File: config.mk
export PLATFORM = sky130hd
export DESIGN_NAME = detection_event_logger
export DESIGN_NICKNAME = d
export VERILOG_FILES = /design/src/rtl/detection_event_logger_pkg.sv /design/src/rtl/detection_event_logger_sync_fifo.sv /design/src/rtl/detection_event_logger.sv
export SDC_FILE = /design/constraint.sdc
export NUM_CORES = 1
export LEC_CHECK = 0
export BUFFER_PORTS_ARGS = -buffer_cell sky130_fd_sc_hd__buf_2
export CAP_MARGIN = 20
export CORE_MARGIN = 2
export CORE_UTILIZATION = 40
export DETAILED_ROUTE_END_ITERATION = 12
export GPL_TIMING_DRIVEN = 0
export MAX_ROUTING_LAYER = met4
export PLACE_DENSITY = 0.69
export SLEW_MARGIN = 20
export SYNTH_ARGS = -nofsm -noshare
export SYNTH_HDL_FRONTEND = slang
export SYNTH_SLANG_ARGS = --single-unit
File: constraint.sdc
create_clock -name clk -period 2.6 [get_ports clk]
set_input_delay 0.26 -clock clk [delete_from_list [all_inputs] [get_ports clk]]
set_output_delay 0.26 -clock clk [all_outputs]
set_load 0.05 [all_outputs]
File: src/rtl/detection_event_logger_pkg.sv
// Shared defaults for the detection event logger: timestamp/depth sizing and
// the saturating detection-counter width.
package detection_event_logger_pkg;

   localparam int unsigned TS_W_DEFAULT  = 8;
   localparam int unsigned DEPTH_DEFAULT = 4;
   localparam int unsigned CNT_W         = 8;
   localparam logic [CNT_W-1:0] CNT_MAX  = 8'd255;

endpackage

File: src/rtl/detection_event_logger_sync_fifo.sv
// First-word fall-through synchronous FIFO with wrap-around pointers and a
// separate occupancy count; the head reads as zero whenever the FIFO is empty.
module sync_fifo #(
   parameter int unsigned WIDTH = 8,
   parameter int unsigned DEPTH = 4
) (
   input  logic                     clk,
   input  logic                     rst,
   input  logic                     wr_en,
   input  logic                     rd_en,
   input  logic [WIDTH-1:0]         din,
   output logic [WIDTH-1:0]         dout,
   output logic                     empty,
   output logic                     full,
   output logic [$clog2(DEPTH):0]   level
);

   localparam int unsigned AW = $clog2(DEPTH);
   localparam logic [AW:0] FULL_LVL = (AW+1)'(DEPTH);

   logic [WIDTH-1:0] r_mem [DEPTH];
   logic [AW-1:0]    r_wptr;
   logic [AW-1:0]    r_rptr;
   logic [AW:0]      r_level;
   logic             w_rd;
   logic             w_wr;

   assign w_rd = rd_en && (r_level != '0);
   // A push into a full FIFO is legal only alongside a pop; the write then
   // lands in the slot being vacated by that pop.
   assign w_wr = wr_en && ((r_level != FULL_LVL) || w_rd);

   always_ff @(posedge clk) begin
      if (rst) begin
         r_wptr  <= '0;
         r_rptr  <= '0;
         r_level <= '0;
      end else begin
         if (w_wr) r_wptr <= r_wptr + 1'b1;
         if (w_rd) r_rptr <= r_rptr + 1'b1;
         if (w_wr && !w_rd)      r_level <= r_level + 1'b1;
         else if (!w_wr && w_rd) r_level <= r_level - 1'b1;
      end
   end

   always_ff @(posedge clk) begin
      if (!rst && w_wr) r_mem[r_wptr] <= din;
   end

   assign empty = (r_level == '0);
   assign full  = (r_level == FULL_LVL);
   assign level = r_level;
   assign dout  = empty ? '0 : r_mem[r_rptr];

endmodule

File: src/rtl/detection_event_logger.sv
// Timestamps detection pulses into a small FIFO; counts every detection
// (saturating) and flags any event dropped because the FIFO was full.
module detection_event_logger
   import detection_event_logger_pkg::*;
#(
   parameter int unsigned TS_W  = TS_W_DEFAULT,
   parameter int unsigned DEPTH = DEPTH_DEFAULT
) (
   input  logic                     clk,
   input  logic                     rst,
   input  logic                     dec,
   input  logic                     rd_en,
   output logic [TS_W-1:0]          ts_out,
   output logic                     empty,
   output logic                     full,
   output logic [$clog2(DEPTH):0]   level,
   output logic [CNT_W-1:0]         det_cnt,
   output logic                     ovf
);

   logic [TS_W-1:0]  r_ts;
   logic [CNT_W-1:0] r_det_cnt;
   logic             r_ovf;
   logic             w_push;
   logic             w_drop;

   // When full, a pop on the same edge frees the slot so the event is kept.
   assign w_push = dec && (!full || rd_en);
   assign w_drop = dec && full && !rd_en;

   always_ff @(posedge clk) begin
      if (rst) begin
         r_ts      <= '0;
         r_det_cnt <= '0;
         r_ovf     <= 1'b0;
      end else begin
         r_ts <= r_ts + 1'b1;
         if (dec && (r_det_cnt != CNT_MAX)) r_det_cnt <= r_det_cnt + 1'b1;
         if (w_drop) r_ovf <= 1'b1;
      end
   end

   sync_fifo #(
      .WIDTH (TS_W),
      .DEPTH (DEPTH)
   ) u_fifo (
      .clk   (clk),
      .rst   (rst),
      .wr_en (w_push),
      .rd_en (rd_en),
      .din   (r_ts),
      .dout  (ts_out),
      .empty (empty),
      .full  (full),
      .level (level)
   );

   assign det_cnt = r_det_cnt;
   assign ovf     = r_ovf;

endmodule

==> results of run 1 <==
[synth_stat cells, types with 4 or more instances]
cell type / number
edfxtp_1: 32
dfxtp_1: 26
nor2_1: 15
a21oi_1: 9
mux4_2: 8
ha_1: 7
nor2b_1: 7
nor3b_1: 6
xor2_1: 6
and2b_1: 5
nand2_1: 5
nand2b_1: 5
nand3_1: 4
o21ai_0: 4
[through the flow]
step	std cells	hold WS [ns]	setup WS, ns
floorplan	182	0.4007	0.2235
global placement	282	0.4513	0.1949
detailed placement	282	0.4606	0.4015
CTS	298	0.2867	0.3822
global route	298	0.3481	0.2706
finish	298	0.2982	0.4014
[cell type report]
type / count / area, sq um / area share, %
Clock inverter: 3 / 15.01 / 0.5226
Tap cell: 75 / 93.84 / 3.267
Timing Repair Buffer: 25 / 125.1 / 4.355
Sequential cell: 58 / 1481 / 51.57
Clock buffer: 13 / 148.9 / 5.183
Multi-Input combinational cell: 114 / 958.4 / 33.36
Buffer: 6 / 32.53 / 1.132
Inverter: 4 / 17.52 / 0.6098
[sequential cells by signal, indices dropped and copies added, names as in the netlist, named ones only]
register and cells:
u_fifo.r_mem 32, det_cnt 8, r_ts 8, u_fifo.level 3
u_fifo.r_rptr 2, u_fifo.r_wptr 2, ovf 1
[metal layers]
| layer | vias up | global-route usage [%] | wire length [um] |
|---|---|---|---|
| met2 | 37 | 21.13 | 1884 |
| met5 | - | - | 0 |
| met1 | 689 | 16.48 | 1911 |
| met4 | 0 | 9.836 | 74 |
| li1 | 747 | - | - |
| met3 | 12 | 2.935 | 207 |
[cells in the final DEF, fill, tap and decap left out, types with 5 or more instances in the layout]
master / Yosys / layout
a21oi_1: 9 / 9
and2b_1: 5 / 5
buf_2: 2 / 27
clkbuf_1: 3 / 6
clkbuf_8: 0 / 10
dfxtp_1: 26 / 26
edfxtp_1: 32 / 32
ha_1: 7 / 7
mux4_2: 8 / 8
nand2_1: 5 / 5
nand2b_1: 5 / 5
nor2_1: 15 / 15
nor2b_1: 7 / 7
xor2_1: 6 / 6
[kinds of logic (layout without fill, tap and decap cells)]
kind of cell / after synthesis / count (layout) / share of synthesized area (%)
flip-flops: 58 / 58 / 60.10
AO/OA/AOI/OAI: 21 / 21 / 5.178
multiplexers: 15 / 15 / 10.51
XOR/XNOR: 7 / 7 / 2.487
buffers and inverters: 10 / 51 / 2.031
AND/OR/NAND/NOR: 63 / 63 / 15.33
adder cells (fa/ha/maj): 8 / 8 / 4.365
[worst paths after layout]
check,slack [ns],cells after the start,to
worst max-delay path,0.40,9,u_fifo.level[2]
worst min-delay path,0.30,3,ovf
worst max register to register,0.40,9,u_fifo.level[2]
worst min register to register,0.47,2,ovf
[worst reg2reg max path, stage by stage, from the launching register on]
cell	delay (ns)
dfxtp_1	0.52
nor4b_2	0.11
nand2b_4	0.20
inv_4	0.08
ha_1	0.18
inv_1	0.06
fa_1	0.38
xor2_1	0.15
or3_1	0.30
a21oi_1	0.14
[power breakdown]
part | switching, mW | internal (mW) | total [mW]
sequential | 0.0766 | 1.04 | 1.12
combinational | 0.661 | 0.318 | 0.979
clock | 0.319 | 0.367 | 0.686
total | 1.06 | 1.73 | 2.78
==> flow_summary_export.csv, run 1 <==
group,metric,value,unit
drt,drt_wl_total,4078,um
cts,ctsResizeCount,0,
worst_setup_path,endpoint_kind,"register",
cts,post-cts-setup-buffers,0,
worst_setup_path,cp_slowest_cell,"dfxtp_1",
logic_synthesis,yosys-top-cells-area,"edfxtp_1, dfxtp_1, mux4_2",
run_status,status,"finished, final reports clean",
flow_run,maxCapViolations,0,
sta,fmax,0.4548,GHz
floorplan,pin_count,26,
logic_synthesis,synth_top_area_share,38.98,%
worst_setup_path,worstPathCellList,"nor4b_2 -> nand2b_4 -> inv_4 -> ha_1 -> inv_1 -> fa_1 -> xor2_1 -> or3_1 -> a21oi_1",
logic_synthesis,synth_seq_cells,58,
global_routing,antenna_found_initial,0,
sta,rsz0062_at_grt,"false",
sta,slew_viol_final,0,
floorplan,dieArea,0.006806,sq mm
sta,setup_viol,0,
drt,routedWlPerCell,13.68,um
floorplan,core-area,0.005956,sq mm
power,cellPowerDensity,969.3,mW/mm^2
logic_synthesis,synthArstFlopShare,0,%
cts,clock_sinks,58,
drt,drtAntennaViolNets,0,
sta,tightest_slew,0.7608,ns
logic_synthesis,synth_nets,194,
logic_synthesis,seq_area_frac_synth,60.10,%
global_routing,grt_pass1_vias,1400,
global_routing,grt_util_all_layers,13.91,%
worst_setup_path,worstPathArrival,2.45,ns
drt,drc_errors,0,
global_routing,gr-total-overflow,0,
placement,dp_hpwl,2749,um
logic_synthesis,syn_avg_cell_area,13.54,sq um
finish,final_util,48.24,%
global_routing,grt_max_degree,11,
placement,placed_area,0.002709,sq mm
cts,path_clk_slew,0.06,ns
sta,skew,0.003944,ns
cts,cts_buffers,9,
logic_synthesis,yosys.cell_types.count,38,
drt,vias,1485,
cts,cts_hold_buf,0,
finish,antenna_cells,0,
sta,finalCriticalPeriod,2.199,ns
logic_synthesis,synth_area,0.002465,sq mm
power,leakage,1.082,nW
min_path,min-delay-start,"dec",
power,ir_worst_vdd,0.6638,mV
cts,cts_root_buffer,"clkbuf_8",
worst_setup_path,start_kind,"register",
logic_synthesis,synth_flop_cell,"edfxtp_1",
drt,vias_per_cell,4.983,
logic_synthesis,yosysTopAreaCell,"edfxtp_1",
floorplan,fp.dieW,82.50,um
floorplan,initial_utilization,41.39,%
sta,post-route-period-util,84.56,%
floorplan,num_rows,28,
cts,cts_tree,"built",
drt,dr.first_iter.drc_count,76,
finish,area_delta_synth_final,16.55,%
placement,place_congestion,0.7467,
sta,finalSetupTns,0,ns
power,power,2.785,mW
finish,drive_gt1_share,27.35,%
logic_synthesis,ys_warn_count,0,
placement,io_buffers,25,
logic_synthesis,synth_cells,182,
finish,nFillCells,555,
logic_synthesis,synth-edff-count,32,
cts,cts_buffer_depth,2,
finish,post-route-cell-area,0.002873,sq mm
worst_setup_path,slowest_delay,0.52,ns
floorplan,die_y,82.50,um
cts,htree_levels,3,
worst_setup_path,crit_required,2.85,ns
worst_setup_path,cp_top_family,"simple AND/OR/NAND/NOR gates",
global_routing,grt_pass1_wl,6541,um
worst_setup_path,critPathBufInv,2,
worst_setup_path,rr_startpoint,"u_fifo.level[0]",
sta,hold_viol,0,
sta,relSlewSlack,49.06,%
finish,final_nets,230,
worst_setup_path,path_class,"reg -> reg",
worst_setup_path,startpoint,"u_fifo.level[0]",
cts,clkLatencyLatePin,0.33,ns
drt,first_pass_iters,4,
min_path,hp-class,"in -> reg",
worst_setup_path,path_max_fanout,8,
Power figures use the tool's default switching activity.
==> inputs of run 2 (changes only) <==
Settings changed: ABC_AREA from default to 1.
Clock period 2.6 ns to 2.2 ns, I/O delays scaled along.
==> run 2 against run 1 <==
Effect of this change:
- design area increased by 4.2%
- non-clock buffer count is the same
- flip-flop and latch count unchanged
- synthesized cell count rose by 52%
- via count increased by 27%
- sequential power is 15% higher
- power rose by 25%
- clock power increased by 53%
- maximum frequency rose by 11%
- routed wire length rose by 21%
- critical path type unchanged
- clock-buffer cell count decreased by 3
==> flow_summary_export.csv, run 2 <==
group,metric,value,unit
finish,area_delta_synth_final,16.57,%
finish,nFillCells,595,
placement,place_congestion,0.7904,
logic_synthesis,synth_seq_cells,58,
finish,final_util,47.68,%
sta,fmax,0.5060,GHz
sta,finalCriticalPeriod,1.976,ns
worst_setup_path,cp_slowest_cell,"nor2_1",
min_path,worstHoldEndpoint,"r_ts[1]",
floorplan,core-area,0.006277,sq mm
cts,cts_tree,"built",
logic_synthesis,synthArstFlopShare,0,%
global_routing,antenna_found_initial,0,
global_routing,grt_max_degree,11,
min_path,min-delay-start,"rst",
placement,place_inst,378,
placement,pre_cts_slack,0.2313,ns
sta,post-route-period-util,89.84,%
drt,drtAntennaViolNets,0,
logic_synthesis,synth_commonest_cells,"nor2_1, nand2_1, edfxtp_1",
logic_synthesis,synth_top_area_share,37.43,%
drt,vias_per_cell,4.794,
cts,cts_hold_buf,0,
power,switchingPower,1.348,mW
placement,dp_hpwl,3316,um
worst_setup_path,worstPathCellList,"nor2_1 -> nand3_1 -> nand2_1 -> inv_2 -> nand2_1 -> nor2_1",
floorplan,die_y,84.12,um
sta,tightest_slew,0.8543,ns
logic_synthesis,syn_avg_cell_area,9.269,sq um
finish,layout_commonest_cell,"nor2_1",
flow_run,maxCapViolations,0,
worst_setup_path,path_class,"reg -> reg",
drt,routedWlPerCell,12.52,um
logic_synthesis,synth_flop_cell,"edfxtp_1",
sta,skew,0.009349,ns
worst_setup_path,crit_required,2.16,ns
global_routing,grt_pass1_wl,8217,um
run_status,status,"finished, final reports clean",
logic_synthesis,yosys-top-cells-area,"edfxtp_1, dfxtp_1, nor2_1",
worst_setup_path,endpoint_kind,"register",
power,netSwitchingFraction,38.65,%
floorplan,dieArea,0.007075,sq mm
power,seqPwrFrac,36.9,%
cts,post-cts-setup-buffers,0,
logic_synthesis,synth_mux_area_share,0,%
cts,clock_sinks,58,
min_path,hold_path_depth,2,
power,comb_power_share,33.0,%
global_routing,gr-total-overflow,0,
min_path,hp-class,"in -> reg",
sta,setup_viol,0,
power,p_int,2.139,mW
worst_setup_path,r2r_slack,0.22,ns
sta,setup_slack,0.2235,ns
cts,htree_levels,3,
logic_synthesis,synth-edff-count,32,
finish,multi_input_area,910.9,sq um
finish,largest_reg_flops,32,
sta,relSlewSlack,42.84,%
drt,drc_errors,0,
logic_synthesis,synth-xor-area-share,0.6823,%
finish,antenna_cells,0,
drt,vias,1889,
floorplan,fp.dieW,84.12,um
finish,final_nets,324,
worst_setup_path,cp_top_family,"simple AND/OR/NAND/NOR gates",
worst_setup_path,start_kind,"register",
finish,drive_gt1_share,19.24,%
power,ir_worst_vdd,1.049,mV
power,clockPowerShare,30.1,%
drt,first_pass_iters,4,
drt,drt_wl_total,4934,um
worst_setup_path,slowest_delay,0.66,ns
logic_synthesis,yosys.cell_types.count,28,
global_routing,grt_pass1_vias,1747,
cts,cts_buffers,9,
logic_synthesis,synth_adder_area_share,4.191,%
cts,cts_root_buffer,"clkbuf_8",
logic_synthesis,synth_cells,277,
worst_setup_path,rr_startpoint,"u_fifo.level[0]",
floorplan,pin_count,26,
cts,ctsResizeCount,0,
floorplan,initial_utilization,40.90,%
cts,clkLatencyLatePin,0.33,ns
logic_synthesis,synth_nets,289,
worst_setup_path,critPathBufInv,1,
cts,cts_buffer_depth,2,
global_routing,grt_util_all_layers,15.59,%
logic_synthesis,synth_area,0.002567,sq mm
floorplan,num_rows,29,
sta,hold_viol,0,
worst_setup_path,timing.rr.end,"u_fifo.r_mem[3][0]",
finish,mostFrequentLayoutCells,"nor2_1, nand2_1, edfxtp_1, buf_2, dfxtp_1",
logic_synthesis,synth_compound_area_share,8.382,%
sta,slew_viol_final,0,
logic_synthesis,yosysTopAreaCell,"edfxtp_1",
sta,rsz0062_at_grt,"false",
worst_setup_path,path_max_fanout,8,
cts,path_clk_slew,0.06,ns
logic_synthesis,yosys.area_share.simple,22.22,%
logic_synthesis,seq_area_frac_synth,57.70,%
logic_synthesis,synth_top_family_by_area,"simple AND/OR/NAND/NOR gates",
logic_synthesis,yosys.cell_count.top_type,"nor2_1",
worst_setup_path,worst_r2r_path_depth,6,
worst_setup_path,worstPathArrival,1.94,ns
finish,seq_area,0.001481,sq mm
logic_synthesis,ys_warn_count,0,
placement,io_buffers,24,
finish,top_register,"u_fifo.r_mem",
power,leakage,1.310,nW
drt,dr.first_iter.drc_count,127,
power,cellPowerDensity,1165,mW/mm^2
finish,fin_cells,394,
run 2: logic make-up after synthesis:
kind of cell / after synthesis
xor+xnor: 2
compound gates: 41
flops: 58
simple gates: 129
buf+inv: 39
fa+ha+maj: 8
run 2: worst max path at each step:
| stage | start | endpoint | slack (ns) | cells after the start |
|---|---|---|---|---|
| after floorplan | u_fifo.level[0] | ts_out[0] | -0.12 | 4 |
| after global placement | u_fifo.level[0] | u_fifo.level[2] | 0.27 | 12 |
| after detailed placement | u_fifo.level[0] | u_fifo.r_mem[3][7] | 0.23 | 6 |
| after CTS | u_fifo.level[0] | u_fifo.r_mem[3][0] | 0.22 | 6 |
| after global routing | u_fifo.level[0] | u_fifo.level[2] | 0.06 | 11 |
| final | u_fifo.level[0] | u_fifo.r_mem[3][0] | 0.22 | 6 |
run 2: cell type report:
class | count | share of cell area, %
clock buffer | 10 | 4.264
tap | 77 | 3.219
clock inverter | 6 | 2.717
buffer | 7 | 1.839
multi-input combinational | 180 | 30.43
inverter | 32 | 4.013
sequential | 58 | 49.50
timing repair buffer | 24 | 4.013
run 2: power by group through the flow:
stage,sequential [mW],clock (mW),combinational (mW)
floorplan,1.39,0,0.817
global placement,1.31,0,1.15
detailed placement,1.31,0,1.16
CTS,1.29,1.07,1.16
global route,1.30,1.12,1.25
finish,1.29,1.05,1.15
run 2: worst reg2reg max path, delay by kind of cell, from the launching register on:
| kind | cells | cell delay, ns |
|---|---|---|
| buf+inv | 1 | 0.09 |
| flops | 1 | 0.44 |
| simple gates | 5 | 1.09 |
run 2: metrics by stage:
stage	TNS (ns)	instance area (sq um)	hold WS, ns	power (mW)
global placement	0	2784	0.4506	2.452
CTS	0	2993	0.1685	3.518
global route	0	2993	0.1893	3.663
finish	0	2993	0.1896	3.487
detailed placement	0	2784	0.4535	2.466
floorplan	-0.9514	2567	0.3985	2.207
run 2: routing by layer:
metal,part of all wire (%),global-route usage [%]
met1,47,19.27
met2,47,22.80
met3,5.3,5.539
met4,1.5,7.331
met5,0,-
